`config.mk`:
```
export PLATFORM = sky130hd
export DESIGN_NAME = mem_port_arbiter
export DESIGN_NICKNAME = d
export VERILOG_FILES = /design/src/rtl/mem_port_arbiter.sv
export SDC_FILE = /design/constraint.sdc
export NUM_CORES = 1
export LEC_CHECK = 0
export ABC_AREA = 1
export CELL_PAD_IN_SITES_DETAIL_PLACEMENT = 0
export CELL_PAD_IN_SITES_GLOBAL_PLACEMENT = 2
export CORE_MARGIN = 2
export CORE_UTILIZATION = 17
export CTS_CLUSTER_DIAMETER = 120
export DETAILED_ROUTE_END_ITERATION = 10
export GPL_ROUTABILITY_DRIVEN = 0
export PLACE_DENSITY = 0.86
export SETUP_SLACK_MARGIN = 0.1
export SKIP_LAST_GASP = 1
export SYNTH_ARGS = -nofsm -noshare
export SYNTH_HDL_FRONTEND = slang
export SYNTH_SLANG_ARGS = --single-unit
```
`constraint.sdc`:
```
create_clock -name clk -period 1.95 [get_ports clk]
set_input_delay 0.2925 -clock clk [delete_from_list [all_inputs] [get_ports clk]]
set_output_delay 0.2925 -clock clk [all_outputs]
set_load 0.05 [all_outputs]
```
`src/rtl/mem_port_arbiter.sv`:
```
// Arbitrates one single-port BRAM (1-cycle read latency) between instruction fetch and data memory.
// Data wins contention unless fetch has been starved for MAX_STARVE consecutive cycles.
module mem_port_arbiter #(
    parameter int ADDR_W     = 12,
    parameter int DATA_W     = 32,
    parameter int MAX_STARVE = 4
) (
    input  logic              clk,
    input  logic              reset,
    input  logic              if_req,
    input  logic [31:0]       if_addr,
    input  logic              flush,
    input  logic              dm_req,
    input  logic              dm_we,
    input  logic [3:0]        dm_be,
    input  logic [31:0]       dm_addr,
    input  logic [DATA_W-1:0] dm_wdata,
    input  logic [DATA_W-1:0] bram_rdata,
    output logic              bram_en,
    output logic [3:0]        bram_we,
    output logic [ADDR_W-1:0] bram_addr,
    output logic [DATA_W-1:0] bram_wdata,
    output logic [DATA_W-1:0] if_rdata,
    output logic              if_valid,
    output logic [DATA_W-1:0] dm_rdata,
    output logic              dm_valid,
    output logic              stall_if,
    output logic              stall_dm
);

    localparam int CNT_W = $clog2(MAX_STARVE + 1);

    typedef enum logic [1:0] {
        IDLE    = 2'd0,
        IF_PEND = 2'd1,
        DM_RD   = 2'd2,
        DM_WR   = 2'd3
    } state_t;

    state_t             state_q, state_d;
    logic [CNT_W-1:0]   starve_q, starve_d;
    logic               kill_q, kill_d;
    logic [DATA_W-1:0]  if_rdata_q, dm_rdata_q;
    logic               force_if, grant_if, grant_dm;
    logic               if_ret, dm_rd_ret;
    logic               unused_addr_bits;

    assign unused_addr_bits = ^{if_addr[31:ADDR_W+2], if_addr[1:0],
                                dm_addr[31:ADDR_W+2], dm_addr[1:0]};

    assign force_if = (starve_q == CNT_W'(MAX_STARVE));
    assign grant_dm = dm_req & ~(if_req & force_if);
    assign grant_if = if_req & ~grant_dm;

    always_ff @(posedge clk or negedge reset) begin
        if (!reset) begin
            state_q    <= IDLE;
            starve_q   <= '0;
            kill_q     <= 1'b0;
            if_rdata_q <= '0;
            dm_rdata_q <= '0;
        end else begin
            state_q  <= state_d;
            starve_q <= starve_d;
            kill_q   <= kill_d;
            if (if_ret)
                if_rdata_q <= bram_rdata;
            if (dm_rd_ret)
                dm_rdata_q <= bram_rdata;
        end
    end

    always_comb begin
        state_d = IDLE;
        if (grant_if)
            state_d = IF_PEND;
        else if (grant_dm)
            state_d = dm_we ? DM_WR : DM_RD;
    end

    // Flush during the issue cycle is remembered so the return a cycle later is dropped.
    always_comb begin
        kill_d   = grant_if & flush;
        starve_d = '0;
        if (if_req & ~grant_if)
            starve_d = force_if ? starve_q : starve_q + CNT_W'(1);
    end

    always_comb begin
        bram_en    = 1'b0;
        bram_we    = 4'b0000;
        bram_addr  = '0;
        bram_wdata = '0;
        if (grant_dm) begin
            bram_en    = 1'b1;
            bram_addr  = dm_addr[ADDR_W+1:2];
            bram_we    = dm_we ? dm_be : 4'b0000;
            bram_wdata = dm_wdata;
        end else if (grant_if) begin
            bram_en    = 1'b1;
            bram_addr  = if_addr[ADDR_W+1:2];
            bram_wdata = dm_wdata;
        end
    end

    // Returns are presented in the cycle the BRAM data arrives, then held in the _q registers.
    always_comb begin
        stall_if  = if_req & ~grant_if;
        stall_dm  = dm_req & ~grant_dm;
        if_ret    = (state_q == IF_PEND) & ~kill_q & ~flush;
        dm_rd_ret = (state_q == DM_RD);
        if_valid  = if_ret;
        dm_valid  = (state_q == DM_RD) | (state_q == DM_WR);
        if_rdata  = if_ret    ? bram_rdata : if_rdata_q;
        dm_rdata  = dm_rd_ret ? bram_rdata : dm_rdata_q;
    end

endmodule
```
Yosys cells after proc, flatten, opt, wreduce, memory -nomap -nowiden
Index checks and enable logic that the tools add are counted.
- output and inout bits: 117
- register bits after elaboration: 70
- word-level logic and storage cells: 40
- mux-type cells: 15
- eq/ne operators: 5
- add/subtract/negate cells: 1
- bitwise operators: 14
- operators by type and width (kind ; number):
    two-way mux 32 bit ; 4
    two-way mux 12 bit ; 2
    bitwise AND 1 bit ; 8
    two-way mux 4 bit ; 2
    two-way mux 3 bit ; 2
    inverter 1 bit ; 5
    equality test 2 bit, second input constant ; 2
    two-way mux 2 bit ; 2
    adder 3 x 1 -> 3 bit, second input constant ; 1
    equality test 3 bit, second input constant ; 1
    two-way mux 1 bit ; 3
    equality test 2 x 1 -> 1 bit, second input constant ; 1
    != test 2 bit, second input constant ; 1
    OR 1 bit ; 1

Depth between registers and ports, before layout
- depth in word-level cells: 9
- gate-level depth with buffers: 7
- depth with buffers taken out: 6

Worst setup path before layout
Ideal clock, no wire load.
- kind: flip-flop to output port
- start point: reg state_q[0]
- end point: out dm_rdata[10]
- data arrival time: 1.877 ns
- buffers on the path: 1
- stages on the path, launching flop included: 5
- data required time: 1.657 ns
- setup slack: -0.220 ns
- path through: dfrtp_1 inv_1 nand2_1 clkbuf_1 o21ai_0
- word-level cells in the longest chain between the ends: 2
- ends and longest elaborated chain (element ; line ; source):
    start: declaration ; 40 ; state_t state_q, state_d;
    start signal: assignment ; 63 ; state_q <= state_d;
    equality test 2 bit ; 111 ; dm_rd_ret = (state_q == DM_RD);
    two-way mux 32 bit ; 115 ; dm_rdata = dm_rd_ret ? bram_rdata : dm_rdata_q;
    end: declaration ; 25 ; output logic [DATA_W-1:0] dm_rdata,
No other way between the ends.

Worst setup path in the final report
- start point: reg starve_q[1]
- end point: out bram_addr[1]
- word-level cells in the longest chain between the ends: 8
- ends and longest elaborated chain (element ; line ; source):
    start: declaration ; 41 ; logic [CNT_W-1:0] starve_q, starve_d;
    start signal: assignment ; 64 ; starve_q <= starve_d;
    equality test 3 bit * ; 51 ; assign force_if = (starve_q == CNT_W'(MAX_STARVE));
    bitwise AND 1 bit * ; 52 ; assign grant_dm = dm_req & ~(if_req & force_if);
    inverter 1 bit * ; 52 ;
    bitwise AND 1 bit * ; 52 ;
    inverter 1 bit ; 53 ; assign grant_if = if_req & ~grant_dm;
    bitwise AND 1 bit ; 53 ;
    two-way mux 12 bit ; 99 ; end else if (grant_if) begin
    two-way mux 12 bit * ; 94 ; if (grant_dm) begin
    end: declaration ; 21 ; output logic [ADDR_W-1:0] bram_addr,
Mark *: on every way between the ends. The rest lies on a longest branch, timed or not.

==> run_results.csv <==
group,metric,value,unit
cells_and_area,drive_above_1_share,0.415,
critical_path,startpoint_type,"register",
worst_hold_path,min_path_type,"primary input to async pin",
clock_tree,cts_tree,"done",
synthesis,ys_top_cells_by_count,"nand2_1 (98), inv_1 (76), dfrtp_1 (70)",
critical_path,cp_cell_sequence,"inv_1, ha_4, nand2_2, a21oi_4, buf_12, nand2_1, nand2_1, buf_12",
routing,vias,3323,
cells_and_area,fin_nets,764,
critical_path,worstSetupPathType,"register to output port",
pwr,irDropWorstVdd,332,uV
clock_tree,clockRootBuffer,"clkbuf_16",
global_routing,grt_remaining_overflow,0,
sta,relSlewSlack,0.759,
placed_design,place_ws,-0.0466,ns
sta,min_period_over_period,0.992,
cells_and_area,area_growth,144,%
clock_tree,cts-buffers-inserted,9,
synthesis,synth_enable_flop_cells,0,
die,row_count,49,
synthesis,syn_avg_cell_area,8.05,um2
sta,finalSetupViolCount,0,
cells_and_area,fillers,1726,
cells_and_area,num_antenna_cells,0,
routing,viasPerCell,3.87,
synthesis,yosys-top-cells-area,"dfrtp_1 (56%), nand2_1 (12%), inv_1 (9.1%)",
sta,fin_ws,0.0152,ns
synthesis,ys.warnings.count,0,
placed_design,detailed_place_hpwl,7.83,mm
sta,max_clock_freq,517,MHz
clock_tree,cts.clk_slew.worst_paths,0.06,ns
flow_run,cap_violations,0,
sta,fin_skew,0.00922,ns
critical_path,critPathCaptureType,"output port",
sta,rsz0062_at_grt,"true",
clock_tree,cts_sinks,70,
die,chipHeight,140,um
pwr,power-per-cell-area,905,nW/um2
clock_tree,h-tree-depth,3,
die,start_util,0.174,
placed_design,placed_cell_area,6360,um2
sta,hold_violations,0,
critical_path,cp.arrival,1.64,ns
critical_path,path_max_fanout,13,
routing,ant_nets,0,
routing,wl,12.0,mm
global_routing,grt_max_degree,33,
sta,tns,0,ns
sta,worst_slew_pin_slew,0.362,ns
synthesis,yosys.area.top_type,"dfrtp_1",
die,die_area,19600,um2
global_routing,grt_first_pass_wirelength,16.6,mm
critical_path,crit_path_top_delay_cell,"dfrtp_1",
sta,report.final.slew_viol_count,0,
synthesis,synth-seq-area-share,0.557,
placed_design,io_buffers,214,
routing,drtPass1Iterations,7,
routing,drc,8,
global_routing,track_usage,0.106,
die,core_area,18100,um2
synthesis,synth_area,3150,um2
critical_path,cp_top_family,"flip-flops",
global_routing,grt_antenna_before_repair,0,
synthesis,netlist.area_leader.share,0.557,
synthesis,yosys_most_used_dff,"dfrtp_1",
status,violations,"design-rule violations",
cells_and_area,fin_area,7690,um2
die,ios,255,
synthesis,synth.distinct_cells,16,
status,status,"finished with violations",
pwr,p_leak,3.57,nW
critical_path,critPathMaxStageDelay,0.38,ns
clock_tree,clockBufferDepth,2,
die,die_w,140,um
routing,drtIter0Drc,103,
critical_path,cp_data_required_time,1.66,ns
synthesis,postSynthCellCount,391,
critical_path,crit_buf_inv,3,
synthesis,synthArstFlopShare,1.00,
global_routing,first_global_vias,3235,
routing,wl_per_cell,14.0,um
clock_tree,clk_latency,0.33,ns
synthesis,syn_nets,531,
synthesis,synth_most_common_cell,"nand2_1",
sta,period_needed,1.93,ns
synthesis,ys_ff_latch,70,
[per-stage QoR]
stage          total power, W  hold slack [ns]  instances   util
2_1_floorplan         0.00326         -0.00309        391      -
3_3_place_gp          0.00488            0.227        827  0.352
3_5_place_dp          0.00490            0.232        827  0.352
4_1_cts               0.00679            0.413        848  0.391
5_1_grt               0.00725            0.441        858  0.425
6_report              0.00696            0.411        858  0.425
[cell type report]
cell class                 count  area [um2]  area share
clock buffer                   9         225      0.0293
clock inverter                 7        73.8     0.00960
inverter                      76         285      0.0371
multi-input combinational    224        1740       0.226
sequential                    70        1750       0.228
tap                          229         287      0.0373
timing repair buffer         243        3330       0.433
[cells in the final DEF (no fill, tap or decap), types with 2 or more instances in the layout]
cell	instances
dfrtp_1	69
o21ai_4	50
nand2_2	19
nor2_1	35
nand3_1	14
nor2_4	6
nand2_1	77
nor2_2	2
clkdlybuf4s50_1	95
buf_12	92
inv_2	2
o21ai_2	14
clkinv_2	2
buf_6	3
buf_4	44
inv_1	74
clkinv_4	2
buf_8	2
clkbuf_16	14
[final timing paths]
check	start	endpoint	slack [ns]	depth (start not counted)
setup / recovery	starve_q[1]	bram_addr[1]	0.02	8
hold / removal	reset	dm_rdata_q[14]	0.41	2
setup reg to reg	starve_q[1]	kill_q	0.60	9
hold reg to reg	dm_rdata_q[17]	dm_rdata_q[17]	0.50	2
max in group asynchronous	reset	state_q[1]	1.00	3
min in group clk	dm_rdata_q[17]	dm_rdata_q[17]	0.50	2
[what timing repair did]
action	CTS	global route
setup endpoints to repair	82	83
pin swaps	1	4
resized for setup	110	93
endpoints found under the hold margin	25	0
setup buffers	4	1
hold buffers	1	0
cloned	0	9
[cells by family (layout without fill, tap and decap cells)]
group,Yosys count,after routing,share of synthesized area
AO/OA/AOI/OAI,65,65,0.107
flip-flops,70,70,0.557
AND/OR/NAND/NOR,156,156,0.193
XOR/XNOR,1,1,0.00278
adder cells (fa/ha/maj),2,2,0.00795
buffers and inverters,97,335,0.133
[report_power, final]
group / internal [W] / switching (W) / leakage [nW] / total (W)
Combinational: 0.00159 / 0.00197 / 2.56 / 0.00356
Clock: 0.000993 / 0.000642 / 0.146 / 0.00164
Sequential: 0.00169 / 0.0000715 / 0.869 / 0.00176
[sequential cells by signal, summed over array words and instances, names as in the netlist]
name,count
kill_q,1
dm_rdata_q,32
state_q,2
if_rdata_q,32
starve_q,3
[per-layer routing]
metal	part of all wire	track usage	vias to the layer above
met3	0.059	0.0328	18
met4	0.021	0.0393	0
li1	-	-	1647
met1	0.40	0.122	1535
met5	0	0	-
met2	0.52	0.186	123
Power figures use the tool's default switching activity.
